### src/rtl/demux1a2_cond_l2_pkg.sv
// Shared definitions for the level-2 2:1 byte mux/demux family:
// default byte width, lane-pointer FSM encodings and a lane-advance helper.
package demux1a2_cond_l2_pkg;

    localparam int DEMUX_WIDTH = 8;

    typedef enum logic [0:0] {
        ST_LANE0 = 1'b0,
        ST_LANE1 = 1'b1
    } lane_state_e;

    // Lane that follows the given one once a byte has been accepted.
    function automatic lane_state_e lane_advance(input lane_state_e cur);
        case (cur)
            ST_LANE0: lane_advance = ST_LANE1;
            ST_LANE1: lane_advance = ST_LANE0;
            default:  lane_advance = ST_LANE0;
        endcase
    endfunction

endpackage

### src/rtl/demux1a2_cond_l2_if.sv
// Byte-stream input and two-lane output bundle of the level-2 demux.
// slave: the demux itself; master: whoever feeds the stream and watches the lanes.
interface demux1a2_cond_l2_if
    import demux1a2_cond_l2_pkg::*;
#(
    parameter int WIDTH = DEMUX_WIDTH
);

    logic             valid_in;
    logic [WIDTH-1:0] data_in;
    logic             valid0;
    logic [WIDTH-1:0] data_out0;
    logic             valid1;
    logic [WIDTH-1:0] data_out1;
    logic             pair_done;
    logic             lane_sel;

    modport master (
        output valid_in,
        output data_in,
        input  valid0,
        input  data_out0,
        input  valid1,
        input  data_out1,
        input  pair_done,
        input  lane_sel
    );

    modport slave (
        input  valid_in,
        input  data_in,
        output valid0,
        output data_out0,
        output valid1,
        output data_out1,
        output pair_done,
        output lane_sel
    );

endinterface

### src/rtl/demux1a2_cond_l2_lane_reg.sv
// One output lane: a load-enabled data register plus a valid flop.
// Data holds between loads; valid is high only in the cycle after a load.
module demux1a2_cond_l2_lane_reg
    import demux1a2_cond_l2_pkg::*;
#(
    parameter int WIDTH = DEMUX_WIDTH
) (
    input  logic             clk,
    input  logic             rst_n,
    input  logic             load,
    input  logic [WIDTH-1:0] d,
    output logic [WIDTH-1:0] q,
    output logic             valid
);

    logic [WIDTH-1:0] data_r;
    logic             valid_r;

    // Capture the byte on load, otherwise hold; valid mirrors the load of the previous edge.
    always_ff @(posedge clk or negedge rst_n) begin
        if (!rst_n) begin
            data_r  <= {WIDTH{1'b0}};
            valid_r <= 1'b0;
        end else begin
            valid_r <= load;
            if (load) begin
                data_r <= d;
            end else begin
                data_r <= data_r;
            end
        end
    end

    assign q     = data_r;
    assign valid = valid_r;

endmodule

### src/rtl/demux1a2_cond_l2.sv
// Level-2 2:1 byte demux: un-interleaves a valid-qualified byte stream onto
// lane 0 / lane 1 alternately. Idle cycles never disturb lane alignment.
module demux1a2_cond_l2
    import demux1a2_cond_l2_pkg::*;
#(
    parameter int WIDTH = DEMUX_WIDTH
) (
    input  logic                clk_4f,
    input  logic                reset_L,
    demux1a2_cond_l2_if.slave   bus
);

    lane_state_e      state_r;
    lane_state_e      state_nxt_s;
    logic             load0_s;
    logic             load1_s;
    logic             pair_done_r;
    logic [WIDTH-1:0] data0_s;
    logic [WIDTH-1:0] data1_s;
    logic             valid0_s;
    logic             valid1_s;

    // Lane-pointer state register.
    always_ff @(posedge clk_4f or negedge reset_L) begin
        if (!reset_L) begin
            state_r <= ST_LANE0;
        end else begin
            state_r <= state_nxt_s;
        end
    end

    // Advance the pointer only on an accepted byte.
    always_comb begin
        state_nxt_s = state_r;
        if (bus.valid_in) begin
            state_nxt_s = lane_advance(state_r);
        end else begin
            state_nxt_s = state_r;
        end
    end

    // Decode per-lane load enables from the pointer and valid_in.
    always_comb begin
        load0_s = 1'b0;
        load1_s = 1'b0;
        if (bus.valid_in) begin
            case (state_r)
                ST_LANE0: load0_s = 1'b1;
                ST_LANE1: load1_s = 1'b1;
                default: begin
                    load0_s = 1'b0;
                    load1_s = 1'b0;
                end
            endcase
        end else begin
            load0_s = 1'b0;
            load1_s = 1'b0;
        end
    end

    // A lane-1 load always closes a pair, so pair_done tracks valid1.
    always_ff @(posedge clk_4f or negedge reset_L) begin
        if (!reset_L) begin
            pair_done_r <= 1'b0;
        end else begin
            pair_done_r <= load1_s;
        end
    end

    demux1a2_cond_l2_lane_reg #(.WIDTH(WIDTH)) u_lane0 (
        .clk   (clk_4f),
        .rst_n (reset_L),
        .load  (load0_s),
        .d     (bus.data_in),
        .q     (data0_s),
        .valid (valid0_s)
    );

    demux1a2_cond_l2_lane_reg #(.WIDTH(WIDTH)) u_lane1 (
        .clk   (clk_4f),
        .rst_n (reset_L),
        .load  (load1_s),
        .d     (bus.data_in),
        .q     (data1_s),
        .valid (valid1_s)
    );

    assign bus.valid0    = valid0_s;
    assign bus.data_out0 = data0_s;
    assign bus.valid1    = valid1_s;
    assign bus.data_out1 = data1_s;
    assign bus.pair_done = pair_done_r;
    assign bus.lane_sel  = state_r;

endmodule

### src/flat_wrapper.sv
// flat-port wrapper written by rule: the top's interface ports become plain ports
module demux1a2_cond_l2_flat import demux1a2_cond_l2_pkg::*;
#(
    parameter int WIDTH = DEMUX_WIDTH
)
  (clk_4f, reset_L, bus_valid_in, bus_data_in, bus_valid0, bus_data_out0, bus_valid1, bus_data_out1, bus_pair_done, bus_lane_sel);
  demux1a2_cond_l2_if #(.WIDTH(WIDTH)) bus_i ();
  input  logic clk_4f;
  input  logic reset_L;
  input wire logic [$bits(bus_i.valid_in)-1:0] bus_valid_in;
  input wire logic [$bits(bus_i.data_in)-1:0] bus_data_in;
  output wire logic [$bits(bus_i.valid0)-1:0] bus_valid0;
  output wire logic [$bits(bus_i.data_out0)-1:0] bus_data_out0;
  output wire logic [$bits(bus_i.valid1)-1:0] bus_valid1;
  output wire logic [$bits(bus_i.data_out1)-1:0] bus_data_out1;
  output wire logic [$bits(bus_i.pair_done)-1:0] bus_pair_done;
  output wire logic [$bits(bus_i.lane_sel)-1:0] bus_lane_sel;
  assign bus_i.valid_in = bus_valid_in;
  assign bus_i.data_in = bus_data_in;
  assign bus_valid0 = bus_i.valid0;
  assign bus_data_out0 = bus_i.data_out0;
  assign bus_valid1 = bus_i.valid1;
  assign bus_data_out1 = bus_i.data_out1;
  assign bus_pair_done = bus_i.pair_done;
  assign bus_lane_sel = bus_i.lane_sel;
  demux1a2_cond_l2 #(.WIDTH(WIDTH)) u_core (.clk_4f(clk_4f), .reset_L(reset_L), .bus(bus_i));
endmodule
### config.mk
export PLATFORM = sky130hd
export DESIGN_NAME = demux1a2_cond_l2_flat
export DESIGN_NICKNAME = d
export VERILOG_FILES = /design/src/rtl/demux1a2_cond_l2_pkg.sv /design/src/rtl/demux1a2_cond_l2_if.sv /design/src/rtl/demux1a2_cond_l2_lane_reg.sv /design/src/rtl/demux1a2_cond_l2.sv /design/src/flat_wrapper.sv
export SDC_FILE = /design/constraint.sdc
export NUM_CORES = 1
export LEC_CHECK = 0
export CAP_MARGIN = 0
export CORE_MARGIN = 2
export CORE_UTILIZATION = 40
export CTS_CLUSTER_SIZE = 12
export DETAILED_ROUTE_END_ITERATION = 8
export PLACE_DENSITY = 0.74
export SLEW_MARGIN = 5
export SYNTH_ARGS = -nofsm -noshare
export SYNTH_HDL_FRONTEND = slang
export SYNTH_SLANG_ARGS = --single-unit
### constraint.sdc
create_clock -name clk_4f -period 1.75 [get_ports clk_4f]
set_clock_uncertainty 0.2 [all_clocks]
set_input_delay 0.175 -clock clk_4f [delete_from_list [all_inputs] [get_ports clk_4f]]
set_output_delay 0.175 -clock clk_4f [all_outputs]
set_load 0.01 [all_outputs]
==> metrics.yaml <==
slowest_stage: "clkdlybuf4s50_1"
r2r_slack_ns: 0.40
cap_violations: 0
min_period_ns: 1.655
timing.setup.tns_ns: 0
ys_seq_area_frac: 0.6496
synth.avg_cell_area_um2: 17.85
grt_max_degree: 20
synth.area.top_cells: "dfrtp_1 65%, mux2_4 16%, mux2_2 12%"
initial_core_util: 0.4239
cp_num_cells: 1
cts_tree: "yes"
r2r_cells: 3
drive_gt1_frac: 0.3158
cts-resized-gates: 0
synth-xor-area-share: 0.01197
worst_setup_hold_path_clk_slew_ns: 0.10
cts_sinks: 19
post-cts-setup-buffers: 0
hold_viol: 0
powerDensity_mw_per_mm2: 1772
cts_made_buffers: 3
crit_chain: "clkdlybuf4s50_1"
drt_wl_total_um: 1402
grtUsageTotal: 0.1455
start_kind: "flip-flop"
post-place-cells: 97
syn_nets: 52
synth_top_area_frac: 0.6496
cts_hold_buf: 0
synth_fa_ha_area_frac: 0
place_area_mm2: 0.001067
drt-vias-per-instance: 4.545
critPathMaxStageDelay_ns: 0.57
cp.arrival_ns: 1.28
drc: 0
peakVddDrop_v: 0.0008799
synthSimpleGateAreaFrac: 0.02051
first_pass_iters: 2
synth_top_family_by_area: "multiplexers"
vias: 459
finalSetupViolCount: 0
slew_headroom: 0.8387
syn_inst: 41
min_path_type: "input port to asynchronous set/reset pin"
first_iter_violations: 5
synth_seq_cells: 19
grt_pass1_wl_um: 2070
critPathKind: "flip-flop to output port"
overflow: 0
yosysTopAreaCell: "dfrtp_1"
core.rowCount: 15
grt_pass1_vias: 441
required_ns: 1.37
cts_root_buf: "clkbuf_4"
crit_path_max_fanout: 4
clock_path_buffers: 2
io_pins: 31
wl_per_cell_um: 13.88
fin_hold_ws_ns: 0.01293
total_power_w: 0.001937
yosys-mux-area-fraction: 0.2872
finalNonFillerCells: 101
synthToLayoutAreaGrowth_pct: 49.40
yosys.cell_types.count: 9
synth_compound_area_frac: 0
finalMaxSlewViolations: 0
io_buffers: 30
htreeDepth: 1
insertion_delay_ns: 0.28
ys_warn_count: 0
nFillCells: 149
tightest_slew_ns: 0.2411
cp_top_family: "buffers and inverters"
outcome: "complete, no violations"
fmaxAchievable_mhz: 604.3
layout.nets: 88
die_x_um: 46.78
critPathBufInv: 1
die_y_um: 46.78
rsz0062_at_grt: "no"
postLayoutCellArea_mm2: 0.001094
setup.worst_path.end_class: "output port"
gp_congestion: 0.6723
finalCritPeriodShare: 0.9455
drtAntennaViolNets: 0
syn_area_um2: 732.0
dieArea_mm2: 0.002188
antenna_found_initial: 0
diodes: 0
dpl.hpwl_um: 1051
core_area_mm2: 0.001727
leakagePower_nw: 0.4820
-- layer usage --
layer / part of all wire / up-vias / global-route usage / wire, um
met4: 0.0071 / 0 / 0.06667 / 10
li1: - / 210 / - / -
met3: 0.055 / 2 / 0.03462 / 77
met5: 0 / - / 0 / 0
met2: 0.52 / 17 / 0.2219 / 728
met1: 0.42 / 230 / 0.1980 / 586
-- where the power goes --
part           internal [W]  switching (W)  leakage [nW]
Sequential         0.000652       0.000124         0.225
Combinational      0.000638       0.000315         0.242
Clock             0.0000883       0.000119        0.0150
Total               0.00138       0.000558         0.482
-- cells in the final DEF (no fill, tap or decap) --
master,instances
dfrtp_1,19
buf_4,3
inv_1,1
clkbuf_4,3
mux2_2,8
xor2_1,1
clkbuf_1,1
nand2_2,1
mux2_4,8
nor2b_2,1
clkdlybuf4s50_1,30
-- worst paths after layout --
path,startpoint,to
min in group clk_4f,u_core.u_lane1.q[2],u_core.u_lane1.q[2]
max in group asynchronous,reset_L,u_core.u_lane1.q[3]
min,reset_L,u_core.bus.lane_sel
max reg2reg,u_core.bus.lane_sel,u_core.u_lane0.q[2]
min reg2reg,u_core.u_lane1.q[2],u_core.u_lane1.q[2]
max,u_core.bus.lane_sel,bus_lane_sel
-- metrics by stage --
step,util,setup WS [ns]
3_3_place_gp,0.6181,0.09696
6_report,0.6333,0.09529
5_1_grt,0.6333,0.02508
4_1_cts,0.6333,0.07633
3_5_place_dp,0.6181,0.08479
2_1_floorplan,-,0.4071
-- Yosys cell counts --
| library cell | number |
|---|---|
| buf_4 | 1 |
| buf_6 | 1 |
| dfrtp_1 | 19 |
| inv_1 | 1 |
| mux2_2 | 8 |
| mux2_4 | 8 |
| nand2_2 | 1 |
| nor2b_2 | 1 |
| xor2_1 | 1 |
-- kinds of logic after synthesis --
kind of cell              Yosys count
muxes                              16
and+or+nand+nor                     2
xor gates and xnor gates            1
buffers and inverters               3
DFF                                19
-- state kept, by name, summed over array words and instances (netlist names) --
| signal | flops |
|---|---|
| u_core.u_lane0.q | 8 |
| u_core.u_lane1.q | 8 |
| u_core.bus.lane_sel | 1 |
| u_core.bus.pair_done | 1 |
| u_core.u_lane0.valid | 1 |
-- layout make-up --
type,instances,area (um^2),area share
Inverter,1,3.754,0.003432
Tap cell,25,31.28,0.02860
Sequential cell,19,475.5,0.4348
Clock buffer,4,26.28,0.02403
Multi-Input combinational cell,19,234.0,0.2140
Timing Repair Buffer,33,322.8,0.2952
-- worst reg2reg max path, delay by kind of cell, from the launching register on --
kind                   cells  cell delay [ns]
buffers and inverters      1             0.16
muxes                      1             0.31
DFF                        1             0.44
and+or+nand+nor            1             0.14
Power figures use the tool's default switching activity.
